<file path="config.mk">
export PLATFORM = sky130hd
export DESIGN_NAME = df_deadlock_detector
export DESIGN_NICKNAME = d
export VERILOG_FILES = /design/src/rtl/df_deadlock_detector_pkg.sv /design/src/rtl/df_deadlock_detector.sv
export SDC_FILE = /design/constraint.sdc
export NUM_CORES = 1
export LEC_CHECK = 0
export CAP_MARGIN = 15
export CORE_MARGIN = 1
export CORE_UTILIZATION = 54
export CTS_CLUSTER_DIAMETER = 30
export DETAILED_ROUTE_END_ITERATION = 8
export HOLD_SLACK_MARGIN = 0.08
export PLACE_DENSITY = 0.76
export SYNTH_ARGS = -nofsm -noshare
export SYNTH_HDL_FRONTEND = slang
export SYNTH_SLANG_ARGS = --single-unit
</file>
<file path="constraint.sdc">
create_clock -name clock -period 2.8 [get_ports clock]
set_input_delay 0.56 -clock clock [delete_from_list [all_inputs] [get_ports clock]]
set_output_delay 0.56 -clock clock [all_outputs]
set_load 0.005 [all_outputs]
</file>
<file path="src/rtl/df_deadlock_detector_pkg.sv">
// Shared types and constants for the dataflow deadlock monitor.
// Optional feature macro used by the monitor files: DF_DEADLOCK_CHAN_MASK_EN.
package df_monitor_pkg;

    localparam int STALL_RUN_W = 16;
    localparam logic [STALL_RUN_W-1:0] STALL_RUN_MAX = '1;

    typedef enum logic [2:0] {
        IDLE,
        WATCH,
        SUSPECT,
        CONFIRMED,
        DONE
    } df_dl_state_t;

    function automatic logic [STALL_RUN_W-1:0] stall_run_inc(input logic [STALL_RUN_W-1:0] v);
        return (v == STALL_RUN_MAX) ? v : v + 1'b1;
    endfunction

endpackage

</file>
<file path="src/rtl/df_deadlock_detector.sv">
// Flags a dataflow deadlock once every active process has been blocked, with no FIFO traffic,
// for STALL_THRESH consecutive cycles. DF_DEADLOCK_CHAN_MASK_EN adds a latched channel mask.
module df_deadlock_detector
    import df_monitor_pkg::*;
#(
    parameter int N_PROC       = 5,
    parameter int N_CHAN       = 2,
    parameter int STALL_THRESH = 1024,
    parameter int CNT_W        = 32
) (
    input  logic              clock,
    input  logic              reset,
    input  logic [N_PROC-1:0] proc_active,
    input  logic [N_PROC-1:0] proc_blocked,
    input  logic [N_CHAN-1:0] chan_rd_en,
    input  logic [N_CHAN-1:0] chan_wr_en,
    input  logic              finish,
    output logic              find_df_deadlock,
    output logic [N_PROC-1:0] deadlock_proc_mask,
    output logic [CNT_W-1:0]  deadlock_cycle,
    output logic [15:0]       stall_run
`ifdef DF_DEADLOCK_CHAN_MASK_EN
    ,
    input  logic [N_CHAN-1:0] chan_blk_rd,
    input  logic [N_CHAN-1:0] chan_blk_wr,
    output logic [N_CHAN-1:0] deadlock_chan_mask
`endif
);

    df_dl_state_t           state_q, state_d;
    logic                   find_q, find_d;
    logic [N_PROC-1:0]      proc_mask_q, proc_mask_d;
    logic [CNT_W-1:0]       dl_cycle_q, dl_cycle_d;
    logic [STALL_RUN_W-1:0] stall_run_q, stall_run_d;
    logic [CNT_W-1:0]       cycle_cnt_q;
`ifdef DF_DEADLOCK_CHAN_MASK_EN
    logic [N_CHAN-1:0]      chan_mask_q, chan_mask_d;
`endif

    logic all_blk;
    logic progress;
    logic stalled;
    logic thresh_hit;

    assign all_blk  = (proc_active != '0) && ((proc_active & ~proc_blocked) == '0);
    assign progress = (|chan_rd_en) | (|chan_wr_en);
    assign stalled  = all_blk & ~progress;
    // True when this stalled cycle would be the STALL_THRESH-th; a saturated run never reaches a threshold above 65536.
    assign thresh_hit = (32'(stall_run_q) + 32'd1) >= 32'(STALL_THRESH);

    always_comb begin
        state_d     = state_q;
        find_d      = find_q;
        proc_mask_d = proc_mask_q;
        dl_cycle_d  = dl_cycle_q;
        stall_run_d = stall_run_q;
`ifdef DF_DEADLOCK_CHAN_MASK_EN
        chan_mask_d = chan_mask_q;
`endif
        case (state_q)
            IDLE: begin
                if (finish)
                    state_d = DONE;
                else if (proc_active != '0)
                    state_d = WATCH;
            end
            WATCH, SUSPECT: begin
                if (finish) begin
                    state_d     = DONE;
                    stall_run_d = '0;
                end else if (!stalled) begin
                    state_d     = WATCH;
                    stall_run_d = '0;
                end else if (thresh_hit) begin
                    state_d     = CONFIRMED;
                    find_d      = 1'b1;
                    proc_mask_d = proc_blocked;
                    dl_cycle_d  = cycle_cnt_q;
                    stall_run_d = stall_run_inc(stall_run_q);
`ifdef DF_DEADLOCK_CHAN_MASK_EN
                    chan_mask_d = chan_blk_rd | chan_blk_wr;
`endif
                end else begin
                    state_d     = SUSPECT;
                    stall_run_d = stall_run_inc(stall_run_q);
                end
            end
            CONFIRMED: ;
            DONE: stall_run_d = '0;
            default: state_d = IDLE;
        endcase
    end

    always_ff @(posedge clock) begin
        if (reset) begin
            state_q     <= IDLE;
            find_q      <= 1'b0;
            proc_mask_q <= '0;
            dl_cycle_q  <= '0;
            stall_run_q <= '0;
            cycle_cnt_q <= '0;
`ifdef DF_DEADLOCK_CHAN_MASK_EN
            chan_mask_q <= '0;
`endif
        end else begin
            state_q     <= state_d;
            find_q      <= find_d;
            proc_mask_q <= proc_mask_d;
            dl_cycle_q  <= dl_cycle_d;
            stall_run_q <= stall_run_d;
            if (cycle_cnt_q != '1)
                cycle_cnt_q <= cycle_cnt_q + 1'b1;
`ifdef DF_DEADLOCK_CHAN_MASK_EN
            chan_mask_q <= chan_mask_d;
`endif
        end
    end

    assign find_df_deadlock   = find_q;
    assign deadlock_proc_mask = proc_mask_q;
    assign deadlock_cycle     = dl_cycle_q;
    assign stall_run          = stall_run_q;
`ifdef DF_DEADLOCK_CHAN_MASK_EN
    assign deadlock_chan_mask = chan_mask_q;
`endif

endmodule

</file>
# After elaboration in Yosys (flattened, before gate mapping)
# Cells that the tools add are included.
[totals] inputBits=17 reg_bits=89 word_cells=47 out_inout_bits=54
[op_classes] n_reduce_logical=12 n_addsub=3 bitwise=7 order_cmp=1 n_eq_ne=8 mux=10
[ops] operator="2-to-1 mux 16 bit" n=3
[ops] operator="adder 32 x 1 -> 32 bit (second input constant)" n=1
[ops] operator="inequality test 32 bit (second input constant)" n=1
[ops] operator="one-hot mux 16 bit (2 select lines)" n=1
[ops] operator="adder 16 x 1 -> 17 bit (second input constant)" n=1
[ops] operator="greater-or-equal comparator 17 x 11 -> 1 bit (second input constant)" n=1
[ops] operator="adder 16 x 1 -> 16 bit (second input constant)" n=1
[ops] operator="== test 16 bit (second input constant)" n=1
[ops] operator="2-to-1 mux 3 bit" n=3
[ops] operator="one-hot mux 3 bit (3 select lines)" n=1
[ops] operator="OR reduction 2 bit" n=4
[ops] operator="== test 3 x 2 -> 1 bit (second input constant)" n=2
[ops] operator="AND 5 bit" n=1
[ops] operator="logical NOT 5 bit" n=1
[ops] operator="inverter 5 bit" n=1
[ops] operator="nonzero test 5 bit" n=1
[ops] operator="inequality test 4 bit (second input constant)" n=1
[ops] operator="AND reduction 2 bit" n=2
[ops] operator="AND reduction 4 bit" n=1
[ops] operator="== test 3 x 1 -> 1 bit (second input constant)" n=1
[ops] operator="== test 3 bit (second input constant)" n=1
[ops] operator="logical NOT 3 bit" n=1
[ops] operator="inequality test 3 bit (second input constant)" n=1
[ops] operator="inverter 1 bit" n=3
[ops] operator="6 further kinds" n=6

# Logic depth before layout (Yosys ltp)
# Gate-level depths: netlist (run 1).
[logic_depth] ltp_word=8 depth_mapped=10 mapped_depth_nobuf=7

# Worst setup path before layout (run 1)
# OpenSTA, ideal clock, no wires.
[synth_path] path_kind="input port to flip-flop" from="input port chan_rd_en[1]" to="register stall_run_q[5], in the netlist stall_run[5]" stages=6 setup_slack_ns=0.422 t_required_ns=2.737 setup_ns=0.063 arrival_ns=2.315 n_path_buf=0 path_cell_list="or4_4 -> nor4_4 -> nand3_1 -> a211o_1 -> a211o_1 -> nand3_1"
[synth_via] elab_chain_len=7
[synth_lines] item="start, declared" line="df_deadlock_detector.sv:15" source="input logic [N_CHAN-1:0] chan_rd_en,"
[synth_lines] item="OR reduction 2 bit (*)" line="df_deadlock_detector.sv:46" source="assign progress = (|chan_rd_en) | (|chan_wr_en);"
[synth_lines] item="OR 1 bit (*)" line="df_deadlock_detector.sv:46"
[synth_lines] item="inverter 1 bit (*)" line="df_deadlock_detector.sv:47" source="assign stalled = all_blk & ~progress;"
[synth_lines] item="AND 1 bit (*)" line="df_deadlock_detector.sv:47"
[synth_lines] item="2-to-1 mux 16 bit" line="df_deadlock_detector.sv:71" source="end else if (!stalled) begin"
[synth_lines] item="2-to-1 mux 16 bit" line="df_deadlock_detector.sv:68" source="if (finish) begin"
[synth_lines] item="one-hot mux 16 bit (2 select lines)" line="df_deadlock_detector.sv:60" source="case (state_q)"
[synth_lines] item="end signal, assigned" line="df_deadlock_detector.sv:110" source="stall_run_q <= stall_run_d;"
[synth_lines] item="end, declared" line="df_deadlock_detector.sv:34" source="logic [STALL_RUN_W-1:0] stall_run_q, stall_run_d;"
# Every way passes the cells marked *; elsewhere a longest branch is shown, timed or not.
# A chain may end at the register's enable or synchronous reset.

# Final worst setup path (run 1)
[layout_path] from="input port chan_rd_en[1]" to="register stall_run_q[4], in the netlist stall_run[4]"
# The elaborated chain is that of the path after synthesis.

==> metrics.yaml, run 1 <==
run_status:
  status: "complete, no violations"
detailed_routing:
  drc: 0
  drt_iter0_markers: 261
  ant_nets: 0
  routedWlPerCell_um: 14.62
  vias_per_cell: 5.730
  firstDrtPassIters: 4
  drt-total-wl_um: 10310
  dr_total_vias: 4040
worst_setup_path:
  crit_path_top_delay_cell: "or4_4"
  required_ns: 3.11
  critPathCaptureType: "flop"
  path_cells: "clkdlybuf4s50_1 > or4_4 > nor4_4 > nand3_1 > a211o_1 > a211oi_1 > a31o_1"
  reg2reg_depth: 7
  crit_arrival_ns: 2.82
  critPathMaxStageDelay_ns: 0.57
  critPathBufInv: 1
  cp.depth: 7
  crit_path_max_fanout: 5
  path_class: "in -> reg"
  critPathLaunchType: "input port"
  critPathTopFamily: "simple AND/OR/NAND/NOR gates"
cts:
  cts-root-buf: "clkbuf_8"
  cts_tree: "built"
  cts_setup_buffers: 0
  cts_max_path_buffers: 2
  cts_hold_buf: 0
  post_cts_resized: 0
  htreeDepth: 3
  cts_made_buffers: 9
  clkSinkCount: 89
  clock_latency_ns: 0.37
  clk_pin_slew_ns: 0.08
grt:
  grt_antenna_before_repair: 0
  grt_pass1_vias: 3690
  grt_first_pass_wirelength_um: 17240
  overflow: 0
  grt_max_degree: 40
  grt_use_total_pct: 25.21
die:
  core_area_um2: 7807
  fp.dieH_um: 92.21
  pin_count: 71
  floorplan.initialDensity_pct: 56.28
  num_rows: 32
  die_area_um2: 8502
  die_w_um: 92.21
pwr:
  p_leak_nw: 1.827
  powerDensity_nw_per_um2: 458.8
  peakVddDrop_mv: 0.2763
placed_design:
  port_buffers: 70
  dp_hpwl_um: 7042
  gp_congestion: 0.8616
min_path:
  min_path_cells: 2
  hold_class: "reg -> reg"
timing:
  worst_pin_slew_ns: 0.6781
  min_period_ns: 2.511
  finalClockSkew_ns: 0.008901
  hold_viol_final: 0
  whs_ns: 0.4451
  fin_crit_sh_pct: 89.68
  rsz0062_at_grt: "no"
  finalSetupViolations: 0
  fmax_mhz: 398.2
  max_slew_margin_pct: 54.80
  maxSlewViolCount: 0
synthesis:
  synthCells: 530
  synth.distinct_cells: 51
  ys_seq_area_share_pct: 40.55
  synthArstFlopShare_pct: 0
  synth_edf_count: 0
  syn_nets: 550
  syn_area_per_cell_um2: 8.291
  ys_ff_latch: 89
  synth_warnings: 0
  synthFlopType: "dfxtp_1"
  syn_area_um2: 4394
layout:
  fin_util_pct: 70.26
  final_layout_size_suffix_gt1_share_pct: 7.629
  diodes: 0
  fin_nets: 618
  fill_cells: 647
  area_delta_synth_final_pct: 24.83
flow_run:
  drv_cap: 0
-- worst register-to-register path: cells and delay by family, from the launching register on --
| family | cells | cell delay (ns) |
|---|---|---|
| xor gates and xnor gates | 1 | 0.16 |
| adders and majority gates | 1 | 0.19 |
| DFF | 1 | 0.40 |
| and+or+nand+nor | 5 | 1.57 |
-- cell usage in the layout, fill, tap and decap left out, drive strengths merged, types with 12 or more instances in the layout --
master	netlist	layout
xor2	17	17
clkbuf	22	12
nor2b	39	39
xnor2	18	18
clkdlybuf4s50	0	69
buf	10	20
dfxtp	89	89
o21ai	82	82
nand2b	30	30
nand2	22	22
nor2	48	48
a21oi	17	17
nand4	14	14
nand3	17	17
inv	13	13
-- state kept, by name, indices dropped and copies added (netlist names) --
name,cells
deadlock_proc_mask,5
find_df_deadlock,1
state_q,3
stall_run,16
cycle_cnt_q,32
deadlock_cycle,32
-- metal layers --
metal	vias to the layer above	part of all wire (%)	track usage [%]
met1	1892	46	32.89
li1	1997	-	-
met4	0	2.1	10.55
met3	21	5.4	4.561
met5	-	0	0
met2	130	47	40.86
-- cells by family after synthesis --
kind of cell    count (synthesis)  share of synthesized area (%)
compound gates                130                          16.83
xor+xnor                       35                          6.976
fa+ha+maj                       3                         0.8543
buf+inv                        45                          4.470
flops                          89                          40.55
mux                             2                         0.4556
simple gates                  226                          29.87
-- cell usage after synthesis (all sizes together), types with 4 or more instances --
cell	count	area, µm²
or3	11	70.07
nand4	14	87.58
o21ai	82	410.4
a211oi	6	45.04
nand2	22	82.58
or4	4	41.29
a21oi	17	85.08
nor2	48	180.2
nor2b	39	244.0
clkbuf	22	82.58
dfxtp	89	1782
xnor2	18	157.7
inv	13	48.80
buf	10	65.05
and4	8	70.07
nor4	8	71.32
nor3b	4	35.03
and3	6	37.54
o31ai	9	67.56
nand3	17	95.09
xor2	17	148.9
nor3	5	25.02
nand2b	30	187.7
-- final timing paths --
path / from / to / slack [ns]
setup / recovery: chan_rd_en[1] / stall_run[4]$_SDFFE_PP0P_ / 0.29
hold / removal: find_df_deadlock$_SDFFE_PP0P_ / find_df_deadlock$_SDFFE_PP0P_ / 0.45
setup reg to reg: cycle_cnt_q[0]$_SDFFE_PP0P_ / cycle_cnt_q[27]$_SDFFE_PP0P_ / 0.37
hold reg to reg: find_df_deadlock$_SDFFE_PP0P_ / find_df_deadlock$_SDFFE_PP0P_ / 0.45
-- power by group --
part | leakage [nW] | internal, mW | switching, mW
registers | 0.718 | 1.27 | 0.0101
clock network | 0.127 | 0.644 | 0.460
logic | 0.982 | 0.0587 | 0.0715
-- metrics by stage --
stage	instances	total power, mW	instance area [µm²]	TNS [ns]	worst slack, ns
global route	705	2.606	5485	0	0.1735
global placement	689	1.437	5231	0	0.01316
CTS	705	2.528	5485	0	0.2850
finish	705	2.517	5485	0	0.2889
detailed placement	689	1.440	5231	-0.2823	-0.05502
floorplan	530	1.381	4394	0	0.4221
-- cell type report --
cell class	count	area (µm²)	share of cell area, %
multi-input combinational	396	2422	44.16
sequential	89	1782	32.48
timing repair buffer	89	850.8	15.51
clock buffer	12	155.1	2.828
tap	102	127.6	2.327
clock inverter	4	98.84	1.802
inverter	13	48.80	0.8896
Power figures use the tool's default switching activity.
==> run 2: changes to the inputs <==
Settings changed: CORE_ASPECT_RATIO set to 1.1.
==> run 2 against run 1 <==
First-iteration DRC count shrank 18%. Register-to-register slack worse by 0.04 ns. Clock power shrank 17%. Global-route usage shrank 0.22 points. Combinational power about the same. Worst setup slack lost 0.0022 ns. Flip-flop and latch count is the same.
==> metrics.yaml, run 2 (same netlist as run 1, synthesis figures left out) <==
run_status:
  status: "complete, no violations"  # unchanged
layout:
  fill_cells: 691  # was 647
  fin_nets: 617  # was 618
  area_delta_synth_final_pct: 24.26  # was 24.83%
  finalInstanceArea_um2: 5460  # was 5485 µm²
  final_layout_size_suffix_gt1_share_pct: 7.475  # was 7.629%
  diodes: 0  # unchanged
  layout_common_cells: "dfxtp_1, clkdlybuf4s50_1, o21ai_0"  # unchanged
  fin_util_pct: 69.01  # was 70.26%
  multiInputGateArea_um2: 2422  # unchanged
  final_common_cell: "dfxtp_1"  # unchanged
  fin_cells: 710  # was 705
  seq_area_um2: 1782  # unchanged
pwr:
  p_leak_nw: 1.804  # was 1.827 nW
  p_comb_share_pct: 5.6  # was 5.2%
  switching_share_pct: 23.79  # was 21.53%
  peakVddDrop_mv: 0.3326  # was 0.2763 mV
  p_int_mw: 1.777  # was 1.975 mW
  powerDensity_nw_per_um2: 427.0  # was 458.8 nW/µm²
  seqPwrFrac_pct: 55.0  # was 51.0%
  p_switching_mw: 0.5547  # was 0.5419 mW
  clock_power_share_pct: 39.4  # was 43.9%
  p_total_mw: 2.331  # was 2.517 mW
worst_setup_path:
  r2r_start: "stall_run[0]$_SDFFE_PP0P_"  # was cycle_cnt_q[0]$_SDFFE_PP0P_
  crit_arrival_ns: 2.81  # was 2.82 ns
  crit_start: "chan_rd_en[1]"  # unchanged
  crit_path_max_fanout: 6  # was 5
  required_ns: 3.09  # was 3.11 ns
  critPathLaunchType: "input port"  # unchanged
  critPathCaptureType: "flop"  # unchanged
  path_class: "in -> reg"  # unchanged
detailed_routing:
  drc: 0  # unchanged
  ant_nets: 0  # unchanged
  drt_iter0_markers: 213  # was 261
  vias_per_cell: 5.568  # was 5.730
  firstDrtPassIters: 7  # was 4
  routedWlPerCell_um: 14.39  # was 14.62 µm
  drt-total-wl_um: 10220  # was 10,310 µm
  dr_total_vias: 3953  # was 4,040
timing:
  worst_pin_slew_ns: 0.7360  # was 0.6781 ns
  whs_ns: 0.4508  # was 0.4451 ns
  rsz0062_at_grt: "no"  # unchanged
  fin_crit_sh_pct: 89.76  # was 89.68%
  finalClockSkew_ns: 0.01113  # was 0.008901 ns
  fmax_mhz: 397.9  # was 398.2 MHz
  min_period_ns: 2.513  # was 2.511 ns
  max_slew_margin_pct: 50.93  # was 54.80%
  tns_ns: 0  # unchanged
  setup_slack_ns: 0.2867  # was 0.2889 ns
  maxSlewViolCount: 0  # unchanged
  finalSetupViolations: 0  # unchanged
  hold_viol_final: 0  # unchanged
placed_design:
  gp_congestion: 0.8043  # was 0.8616
  dp_hpwl_um: 7066  # was 7042 µm
  port_buffers: 70  # unchanged
  dp.cells: 694  # was 689
  post_dp_cell_area_um2: 5256  # was 5231 µm²
  post-place-ws_ns: -0.04840  # was -0.05502 ns
die:
  die_w_um: 88.01  # was 92.21 µm
  die_area_um2: 8503  # was 8502 µm²
  num_rows: 34  # was 32
  floorplan.initialDensity_pct: 55.53  # was 56.28%
  fp.dieH_um: 96.61  # was 92.21 µm
  pin_count: 71  # unchanged
  core_area_um2: 7913  # was 7807 µm²
flow_run:
  drv_cap: 0  # unchanged
grt:
  overflow: 0  # unchanged
  grt_first_pass_wirelength_um: 17060  # was 17,240 µm
  grt_pass1_vias: 3672  # was 3,690
  grt_antenna_before_repair: 0  # unchanged
  grt_use_total_pct: 24.98  # was 25.21%
  grt_max_degree: 74  # was 40
cts:
  clock_latency_ns: 0.36  # was 0.37 ns
  cts-root-buf: "clkbuf_8"  # unchanged
  cts_hold_buf: 0  # unchanged
  cts_tree: "built"  # unchanged
  cts_made_buffers: 9  # unchanged
  htreeDepth: 3  # unchanged
  post_cts_resized: 0  # unchanged
  clkSinkCount: 89  # unchanged
  clk_pin_slew_ns: 0.09  # was 0.08 ns
  cts_max_path_buffers: 2  # unchanged
  cts_setup_buffers: 0  # unchanged
min_path:
  hold_class: "reg -> reg"  # unchanged
  min_from: "find_df_deadlock$_SDFFE_PP0P_"  # unchanged
-- run 2: cell types whose count changed in the layout (fill, tap and decap cells not counted), sizes merged --
| cell | change |
|---|---|
| clkbuf | -1 |
| clkinv | -1 |
| clkinvlp | +2 |
| bufinv | -2 |
| buf | -1 |
| inv | +2 |
-- run 2: area by class of cell --
type / count / share of cell area [%]
inverters: 13 / 0.8937
well taps: 108 / 2.475
clock buffers: 11 / 2.589
repair buffers: 88 / 15.90
multi-input cells: 396 / 44.36
flip-flops and latches: 89 / 32.63
clock inverters: 5 / 1.146
-- run 2: power by group through the flow --
stage / Clock, mW / Sequential (mW) / Combinational (mW)
after floorplan: 0 / 1.31 / 0.0704
after global placement: 0 / 1.31 / 0.126
after detailed placement: 0 / 1.31 / 0.129
after CTS: 0.929 / 1.28 / 0.130
after global routing: 0.972 / 1.28 / 0.142
final: 0.918 / 1.28 / 0.131
-- run 2: critical path, cell delays in order --
cell and delay, ns:
clkdlybuf4s50_1 0.39, or4_4 0.56, nor4_4 0.32, nand3_1 0.14, a211o_1 0.42, a211o_1 0.32
nand3_1 0.09
-- run 2: worst paths after layout --
check / endpoint / slack, ns / cells after the start
min: find_df_deadlock$_SDFFE_PP0P_ / 0.45 / 2
max reg2reg: state_q[0]$_SDFFE_PP0P_ / 0.33 / 8
max: stall_run[5]$_SDFFE_PP0P_ / 0.29 / 7
min reg2reg: find_df_deadlock$_SDFFE_PP0P_ / 0.45 / 2
-- run 2: metal layers --
layer / vias to the layer above / wire length, µm / share of wire (%) / GRT usage (%)
met2: 124 / 4934 / 48 / 41.26
met3: 9 / 601 / 5.9 / 3.584
met5: - / 0 / 0 / 0
met4: 0 / 114 / 1.1 / 8.065
met1: 1823 / 4569 / 45 / 33.26
li1: 1997 / - / - / -
